## src/rtl/mult_share_ctrl.sv

```systemverilog
// Two-requester front end for a single shared 32x32 Wallace-tree multiplier.
// Round-robin grant, sign handled as magnitude multiply plus result negation, two registered stages.

module wallace32 (
    input  logic [31:0] a,
    input  logic [31:0] b,
    output logic [63:0] p
);
    logic [63:0] cur [32];
    logic [63:0] nxt [32];
    logic [63:0] x, y, z;
    int          rows;

    // Carry-save reduction: each level turns groups of three rows into two
    // until two remain, then one carry-propagate add finishes the product.
    always_comb begin
        x    = '0;
        y    = '0;
        z    = '0;
        rows = 32;
        for (int i = 0; i < 32; i++) begin
            cur[i] = b[i] ? ({32'b0, a} << i) : 64'd0;
            nxt[i] = '0;
        end
        for (int l = 0; l < 8; l++) begin
            for (int k = 0; k < 32; k++) begin
                nxt[k] = '0;
            end
            for (int t = 0; t < 10; t++) begin
                if (t < rows / 3) begin
                    x              = cur[3*t];
                    y              = cur[3*t+1];
                    z              = cur[3*t+2];
                    nxt[2*t]       = x ^ y ^ z;
                    nxt[2*t+1]     = ((x & y) | (x & z) | (y & z)) << 1;
                end
            end
            for (int r = 0; r < 2; r++) begin
                if (r < rows % 3) begin
                    nxt[(rows/3)*2 + r] = cur[(rows/3)*3 + r];
                end
            end
            for (int k = 0; k < 32; k++) begin
                cur[k] = nxt[k];
            end
            rows = (rows / 3) * 2 + rows % 3;
        end
        p = cur[0] + cur[1];
    end
endmodule

module mult_share_ctrl #(
    parameter int WIDTH   = 32,
    parameter bit RR_INIT = 1'b1
) (
    input  logic               clk,
    input  logic               rst_n,
    input  logic               req0_valid,
    output logic               req0_ready,
    input  logic [WIDTH-1:0]   req0_a,
    input  logic [WIDTH-1:0]   req0_b,
    input  logic               req0_signed,
    input  logic               req1_valid,
    output logic               req1_ready,
    input  logic [WIDTH-1:0]   req1_a,
    input  logic [WIDTH-1:0]   req1_b,
    input  logic               req1_signed,
    output logic               out_valid,
    input  logic               out_ready,
    output logic               out_id,
    output logic [2*WIDTH-1:0] out_prod
);
    logic               s1_valid_reg;
    logic [WIDTH-1:0]   s1_a_reg;
    logic [WIDTH-1:0]   s1_b_reg;
    logic               s1_neg_reg;
    logic               s1_id_reg;
    logic               out_valid_reg;
    logic               out_id_reg;
    logic [2*WIDTH-1:0] out_prod_reg;
    logic               last_grant_reg;

    logic               s2_free, s1_adv, s1_free;
    logic               grant, hs;
    logic [WIDTH-1:0]   sel_a, sel_b;
    logic               sel_signed;
    logic [WIDTH-1:0]   mag_a_next, mag_b_next;
    logic               neg_next;
    logic [2*WIDTH-1:0] prod_raw, prod_next;

    function automatic logic [WIDTH-1:0] magnitude(input logic [WIDTH-1:0] v, input logic sgn);
        return (sgn && v[WIDTH-1]) ? (~v + 1'b1) : v;
    endfunction

    always_comb begin
        s2_free    = !out_valid_reg || out_ready;
        s1_adv     = s1_valid_reg && s2_free;
        s1_free    = !s1_valid_reg || s1_adv;
        // With both valid the requester that did not win last time goes first.
        grant      = (req0_valid && req1_valid) ? !last_grant_reg : req1_valid;
        req0_ready = rst_n && s1_free && !grant && req0_valid;
        req1_ready = rst_n && s1_free && grant && req1_valid;
        hs         = req0_ready || req1_ready;
        sel_a      = grant ? req1_a : req0_a;
        sel_b      = grant ? req1_b : req0_b;
        sel_signed = grant ? req1_signed : req0_signed;
        mag_a_next = magnitude(sel_a, sel_signed);
        mag_b_next = magnitude(sel_b, sel_signed);
        neg_next   = sel_signed && (sel_a[WIDTH-1] ^ sel_b[WIDTH-1]);
        // Negating a zero product yields zero, so no special case is needed.
        prod_next  = s1_neg_reg ? (~prod_raw + 1'b1) : prod_raw;
    end

    wallace32 u_wallace (
        .a (s1_a_reg),
        .b (s1_b_reg),
        .p (prod_raw)
    );

    always_ff @(posedge clk) begin
        if (!rst_n) begin
            s1_valid_reg   <= 1'b0;
            s1_a_reg       <= '0;
            s1_b_reg       <= '0;
            s1_neg_reg     <= 1'b0;
            s1_id_reg      <= 1'b0;
            out_valid_reg  <= 1'b0;
            out_id_reg     <= 1'b0;
            out_prod_reg   <= '0;
            last_grant_reg <= RR_INIT;
        end else begin
            if (s1_free) begin
                s1_valid_reg <= hs;
                if (hs) begin
                    s1_a_reg   <= mag_a_next;
                    s1_b_reg   <= mag_b_next;
                    s1_neg_reg <= neg_next;
                    s1_id_reg  <= grant;
                end
            end
            if (s2_free) begin
                out_valid_reg <= s1_valid_reg;
                if (s1_valid_reg) begin
                    out_prod_reg <= prod_next;
                    out_id_reg   <= s1_id_reg;
                end
            end
            if (hs) begin
                last_grant_reg <= grant;
            end
        end
    end

    assign out_valid = out_valid_reg;
    assign out_id    = out_id_reg;
    assign out_prod  = out_prod_reg;
endmodule

```

## config.mk

```make
export PLATFORM = sky130hd
export DESIGN_NAME = mult_share_ctrl
export DESIGN_NICKNAME = d
export VERILOG_FILES = /design/src/rtl/mult_share_ctrl.sv
export SDC_FILE = /design/constraint.sdc
export NUM_CORES = 2
export LEC_CHECK = 0
export BUFFER_PORTS_ARGS = -buffer_cell sky130_fd_sc_hd__buf_2
export CORE_MARGIN = 2
export CORE_UTILIZATION = 58
export CTS_BUF_LIST = sky130_fd_sc_hd__clkbuf_8
export DETAILED_ROUTE_END_ITERATION = 7
export PLACE_DENSITY = 0.81
export SLEW_MARGIN = 20
export SYNTH_ARGS = -nofsm -noshare
export SYNTH_HDL_FRONTEND = slang
export SYNTH_SLANG_ARGS = --single-unit
```

## constraint.sdc

```tcl
create_clock -name clk -period 9.8 [get_ports clk]
set_input_delay 0.98 -clock clk [delete_from_list [all_inputs] [get_ports clk]]
set_output_delay 0.98 -clock clk [all_outputs]
set_load 0.005 [all_outputs]
```

# Yosys cells after proc, flatten, opt, wreduce, memory -nomap -nowiden
# Cells that the tools add are included.
[op_classes] addsub=4 multipliers=0 div_mod_pow=0 n_lt_le_gt_ge=0 eq_ne=0 shifts=0 n_mux=39 bitwise_logic=214 n_reduce_logical=19
[ops] cell="$and 63x63->63" n=90
[ops] cell="$or 63x63->63" n=60
[ops] cell="$xor 64x64->64" n=48
[ops] cell="$mux 32" n=5
[ops] cell="$add 32x1->32 const B" n=2
[ops] cell="$add 64x1->64 const B" n=1
[ops] cell="$add 64x64->64" n=1
[ops] cell="$mux 64" n=1
[ops] cell="$not 32->32" n=2
[ops] cell="$not 64->64" n=1
[ops] cell="$xor 64x34->64" n=1
[ops] cell="$xor 64x37->64" n=1
[ops] cell="$xor 64x40->64" n=1
[ops] cell="$xor 64x43->64" n=1
[ops] cell="$xor 64x46->64" n=1
[ops] cell="$xor 64x49->64" n=1
[ops] cell="$xor 64x52->64" n=1
[ops] cell="$xor 64x55->64" n=1
[ops] cell="$xor 64x58->64" n=1
[ops] cell="$xor 64x61->64" n=1
[ops] cell="$xor 64x62->64" n=1
[ops] cell="$xor 64x63->64" n=1
[ops] cell="$mux 63" n=1
[ops] cell="$mux 62" n=1
[ops] cell="35 further kinds" n=51
[totals] regBits=134 latchBits=0 ramBits=0 rom_bits=0 inputBits=135 output_inout_bits=68 mem_count=0

# Longest topological paths before layout
[depth] ltp_word=29 ltp_mapped=32

# Cells and area by module
# Synthesis repeated with hierarchy kept, for this count alone.
[hier_totals] cells_unflattened=4692 hier_area_um2=41686.2
[by_module_without_submodules] mod="wallace32" instances=1 cells_each=3533 area_per_inst_um2=32444.9
[by_module_without_submodules] mod="mult_share_ctrl" instances=1 cells_each=1159 area_per_inst_um2=9241.4

# Least setup slack after synthesis
# OpenSTA, ideal clock, no wires.
[synth_path] kind="register to register" startpoint="register s1_a_reg[7]" endpoint="register out_prod_reg[55], in the netlist out_prod[55]" arrival_time_ns=8.397 slack_ns=1.323 stages_incl_launch_ff=29 n_path_buf=3 cell_sequence="dfxtp_1 > clkbuf_1 > and2_1 > fa_1 > fa_1 > inv_1 > fa_1 > inv_1 > fa_1 > fa_1 > inv_1 > fa_1 > fa_1 > inv_1 > fa_1 > ha_1 > buf_2 > nand4_1 > or2_2 > a31oi_1 > a21bo_2 > xor2_1 > or4_4 > or4b_1 > buf_2 > or4_4 > o21a_1 > xor2_1 > a211oi_2"
[synth_via] elab_chain_len=29
[synth_rtl] item="from (decl)" line="74" source="logic [WIDTH-1:0] s1_a_reg;"
[synth_rtl] item="from (signal assigned)" line="135" source="s1_a_reg <= mag_a_next;"
[synth_rtl] item="$mux 32 (tied with other cells)" line="22" source="cur[i] = b[i] ? ({32'b0, a} << i) : 64'd0;"
[synth_rtl] item="$and 63x63->63" line="35" source="nxt[2*t+1] = ((x & y) | (x & z) | (y & z)) << 1;"
[synth_rtl] item="$or 63x63->63 (2 in series)" line="35"
[synth_rtl] item="$and 63x63->63" line="35"
[synth_rtl] item="$or 63x63->63 (2 in series)" line="35"
[synth_rtl] item="$and 63x63->63" line="35"
[synth_rtl] item="$or 63x63->63 (2 in series)" line="35"
[synth_rtl] item="$and 63x63->63" line="35"
[synth_rtl] item="(+8 left out)"
[synth_rtl] item="$and 63x63->63" line="35"
[synth_rtl] item="$or 63x63->63 (2 in series)" line="35"
[synth_rtl] item="$and 63x63->63" line="35"
[synth_rtl] item="$or 63x63->63 (2 in series)" line="35"
[synth_rtl] item="$add 64x64->64 (*)" line="48" source="p = cur[0] + cur[1];"
[synth_rtl] item="$not 64->64" line="111" source="prod_next = s1_neg_reg ? (~prod_raw + 1'b1) : prod_raw;"
[synth_rtl] item="$add 64x1->64" line="111"
[synth_rtl] item="$mux 64 (*)" line="111"
[synth_rtl] item="to (signal assigned)" line="144" source="out_prod_reg <= prod_next;"
[synth_rtl] item="to (decl)" line="80" source="logic [2*WIDTH-1:0] out_prod_reg;"
# Every way passes the cells marked *; elsewhere a longest branch is shown, timed or not.
# A chain may end at the register's enable or synchronous reset.

# Worst setup path after layout
[layout_path] startpoint="register s1_a_reg[28]" endpoint="register out_prod_reg[59], in the netlist out_prod[59]"
# Same word-level chain as after synthesis.

==> impl_metrics.env <==
export IMPL_internal_power_mw=1.83
export IMPL_layout_commonest_cell="fa_1"
export IMPL_post_route_drc_count=0
export IMPL_num_vias=33100
export IMPL_period_needed_ps=9570
export IMPL_dpl_hpwl_mm=93.6
export IMPL_grt_ovfl_total=0
export IMPL_clkPwrFrac_pct=14.0
export IMPL_post_cts_setup_buffers=0
export IMPL_final_hold_viol_count=0
export IMPL_cts_max_path_buffers=2
export IMPL_fp_dieH_um=270
export IMPL_synth_top_area_cell="fa_1"
export IMPL_fin_ws_ps=232
export IMPL_most_common_layout_cells="fa_1, inv_1, and2_1, nand2_1, nor2_1"
export IMPL_p_leak_nw=19.2
export IMPL_initial_utilization_pct=58.6
export IMPL_drt_pass1_iter_count=6
export IMPL_die_w_um=270
export IMPL_yosysSeqAreaShare_pct=6.53
export IMPL_numCtsBuffers=17
export IMPL_synth_async_reset_ratio_pct=0
export IMPL_drv_slew=0
export IMPL_status="completed"
export IMPL_clk_latency_ps=520
export IMPL_p_sw_share_pct=52.8
export IMPL_hp_class="flop to flop"
export IMPL_reg2reg_depth=26
export IMPL_drive_above_1_share_pct=9.04
export IMPL_wl_met2_mm=55.6
export IMPL_slew_limit_headroom_pct=14.6
export IMPL_cts_tree="built"
export IMPL_cp_arrival_ps=9910
export IMPL_ant_nets=0
export IMPL_largest_register_ffs=64
export IMPL_n_fill_cell=5854
export IMPL_die_area_sq_um=73000
export IMPL_num_rows=97
export IMPL_io_buffer_count=202
export IMPL_wl_met3_mm=7.85
export IMPL_synth_seq_cells=134
export IMPL_syn_area_sq_um=41100
export IMPL_area_growth_pct=6.33
export IMPL_synth_top_cell_area_share_pct=44.2
export IMPL_cap_violations=0
export IMPL_crit_fanout=19
export IMPL_drt_total_wl_mm=113
export IMPL_clock_skew_ps=27.3
export IMPL_place_congestion=0.974
export IMPL_p_switching_mw=2.05
export IMPL_required_ps=10140
export IMPL_synth_edff_count=0
export IMPL_ys_flop_type="dfxtp_1"
export IMPL_syn_avg_cell_area_sq_um=8.74
export IMPL_syn_inst=4703
export IMPL_worst_setup_path_end_kind="flop"
export IMPL_avgViaCountPerCell=5.79
export IMPL_drt_iter0_drc=2575
export IMPL_grt_pass1_wl_mm=183
export IMPL_finalSetupTns_ps=0
export IMPL_grt_max_degree=110
export IMPL_yosysWarnings=0
export IMPL_clock_sinks=134
export IMPL_synthTopCellsByArea="fa_1, and2_1, inv_1, ha_1, dfxtp_1"
export IMPL_critPathLaunchType="flop"
export IMPL_synth_distinct_cells=83
export IMPL_core_region_area_sq_um=70100
export IMPL_tightest_slew_ps=1250
export IMPL_grt_total_usage_pct=31.6
export IMPL_m1WireLength_mm=43.4
export IMPL_wl_per_cell_um=19.8
export IMPL_grt_setup_unrepaired="false"
export IMPL_dpl_worst_slack_ps=153
export IMPL_seq_power_share_pct=18.1
export IMPL_cts_root_buffer="clkbuf_8"
export IMPL_power_mw=3.88
export IMPL_synthesis_nets=5963
export IMPL_r2r_start="s1_a_reg[28]"
export IMPL_hold_path_depth=2
export IMPL_ir_drop_uv=90.6
export IMPL_period_share_pct=97.6
export IMPL_crit_type="flop to flop"
export IMPL_routed_top_layer="met4"
export IMPL_io_pins=203
export IMPL_power_frac_comb_pct=67.9
export IMPL_setup_viol=0
export IMPL_fmax_ghz=0.105
export IMPL_powerDensity_nw_per_um2=88.8
export IMPL_cts_htree_levels=4
export IMPL_first_global_vias=34800
export IMPL_startpoint="s1_a_reg[28]"
export IMPL_hp_start="s1_id_reg"
export IMPL_nNetsFinal=6015
export IMPL_antenna_found_initial=3
export IMPL_clkSlewWorstSetupHoldPaths_ps=120
## cell usage after synthesis (all sizes together) (4+ instances only)
master,number
fa,908
inv,773
and2,624
nand2,556
clkbuf,268
nor2,261
ha,217
a21oi,167
dfxtp,134
o21ai,121
xor2,84
mux2i,73
xnor2,64
nor3,50
a211oi,48
nand4,31
nand3,26
buf,25
o21a,23
a21o,21
o31ai,21
a31oi,20
or2,17
or4,16
and3,15
nand2b,13
or3,13
a21boi,9
nor4,9
o211ai,8
a2111oi,7
and4,7
a22oi,5
nor2b,5
o2111ai,5
o22ai,5
a211o,4
## power by group through the flow
stage                     combinational, mW  sequential [mW]  clock, mW
after floorplan                        1.82            0.634          0
after global placement                 2.55            0.702          0
after detailed placement               2.59            0.706          0
after CTS                              2.61            0.693      0.546
after global routing                   2.90            0.706      0.569
final                                  2.63            0.702      0.545
## critical path, cell delays in order, from the launching register on
cell	delay (ps)
dfxtp_1	980
nand2_1	150
fa_1	530
fa_1	450
fa_1	520
inv_1	60
fa_1	520
inv_1	60
fa_1	550
fa_1	440
fa_1	490
inv_1	50
fa_1	470
ha_1	430
a21oi_1	280
o21ai_0	200
a211oi_1	470
buf_4	210
nor2_1	50
nor3_1	330
o21ai_0	210
xor2_1	230
or4_1	600
or4_4	610
o21ai_0	210
xor2_1	170
a211oi_1	90
## timing repair
item                                    CTS  global route
endpoints found under the setup margin    0            17
hold buffers                              0             0
resized for setup                         0            29
## cell families (layout without fill, tap and decap cells)
logic type / after synthesis / count (layout) / synth area share [%]
buffers and inverters: 1067 / 1132 / 9.81
other: 0 / 1 / 0
AOI/OAI and AO/OA: 501 / 501 / 7.72
muxes: 74 / 74 / 1.80
xor gates and xnor gates: 148 / 148 / 3.15
adders and majority gates: 1125 / 1125 / 50.8
DFF: 134 / 134 / 6.53
and+or+nand+nor: 1654 / 1654 / 20.2
## worst paths after layout
path / slack [ps] / to
worst min register to register: 460 / out_id
worst max-delay path: 230 / out_prod[59]
worst min-delay path: 460 / out_id
worst max register to register: 230 / out_prod[59]
## area by class of cell
cell class                 instances  area, sq um  share of cell area [%]
sequential                       134         2720                    6.23
antenna                            1         2.50                 0.00572
clock inverter                    15          201                   0.461
timing repair buffer             326         2050                    4.70
clock buffer                      17          234                   0.535
inverter                         774         2910                    6.65
multi-input combinational       3502        34400                    78.7
tap                              940         1180                    2.69
## per-stage QoR
stage               hold slack (ps)  cell area [sq um]  cells  utilization (%)
global route                    486              43700   5709             62.3
global placement                439              43200   5676             61.6
CTS                             464              43700   5708             62.2
detailed placement              451              43200   5676             61.6
finish                          465              43700   5709             62.3
floorplan                       432              41100   4703                -
## metal layers
metal	GRT usage, %	vias up
met1	40.5	16800
met5	0	-
met2	53.5	1438
met3	4.17	382
met4	14.4	0
li1	-	14500
Power figures use the tool's default switching activity.
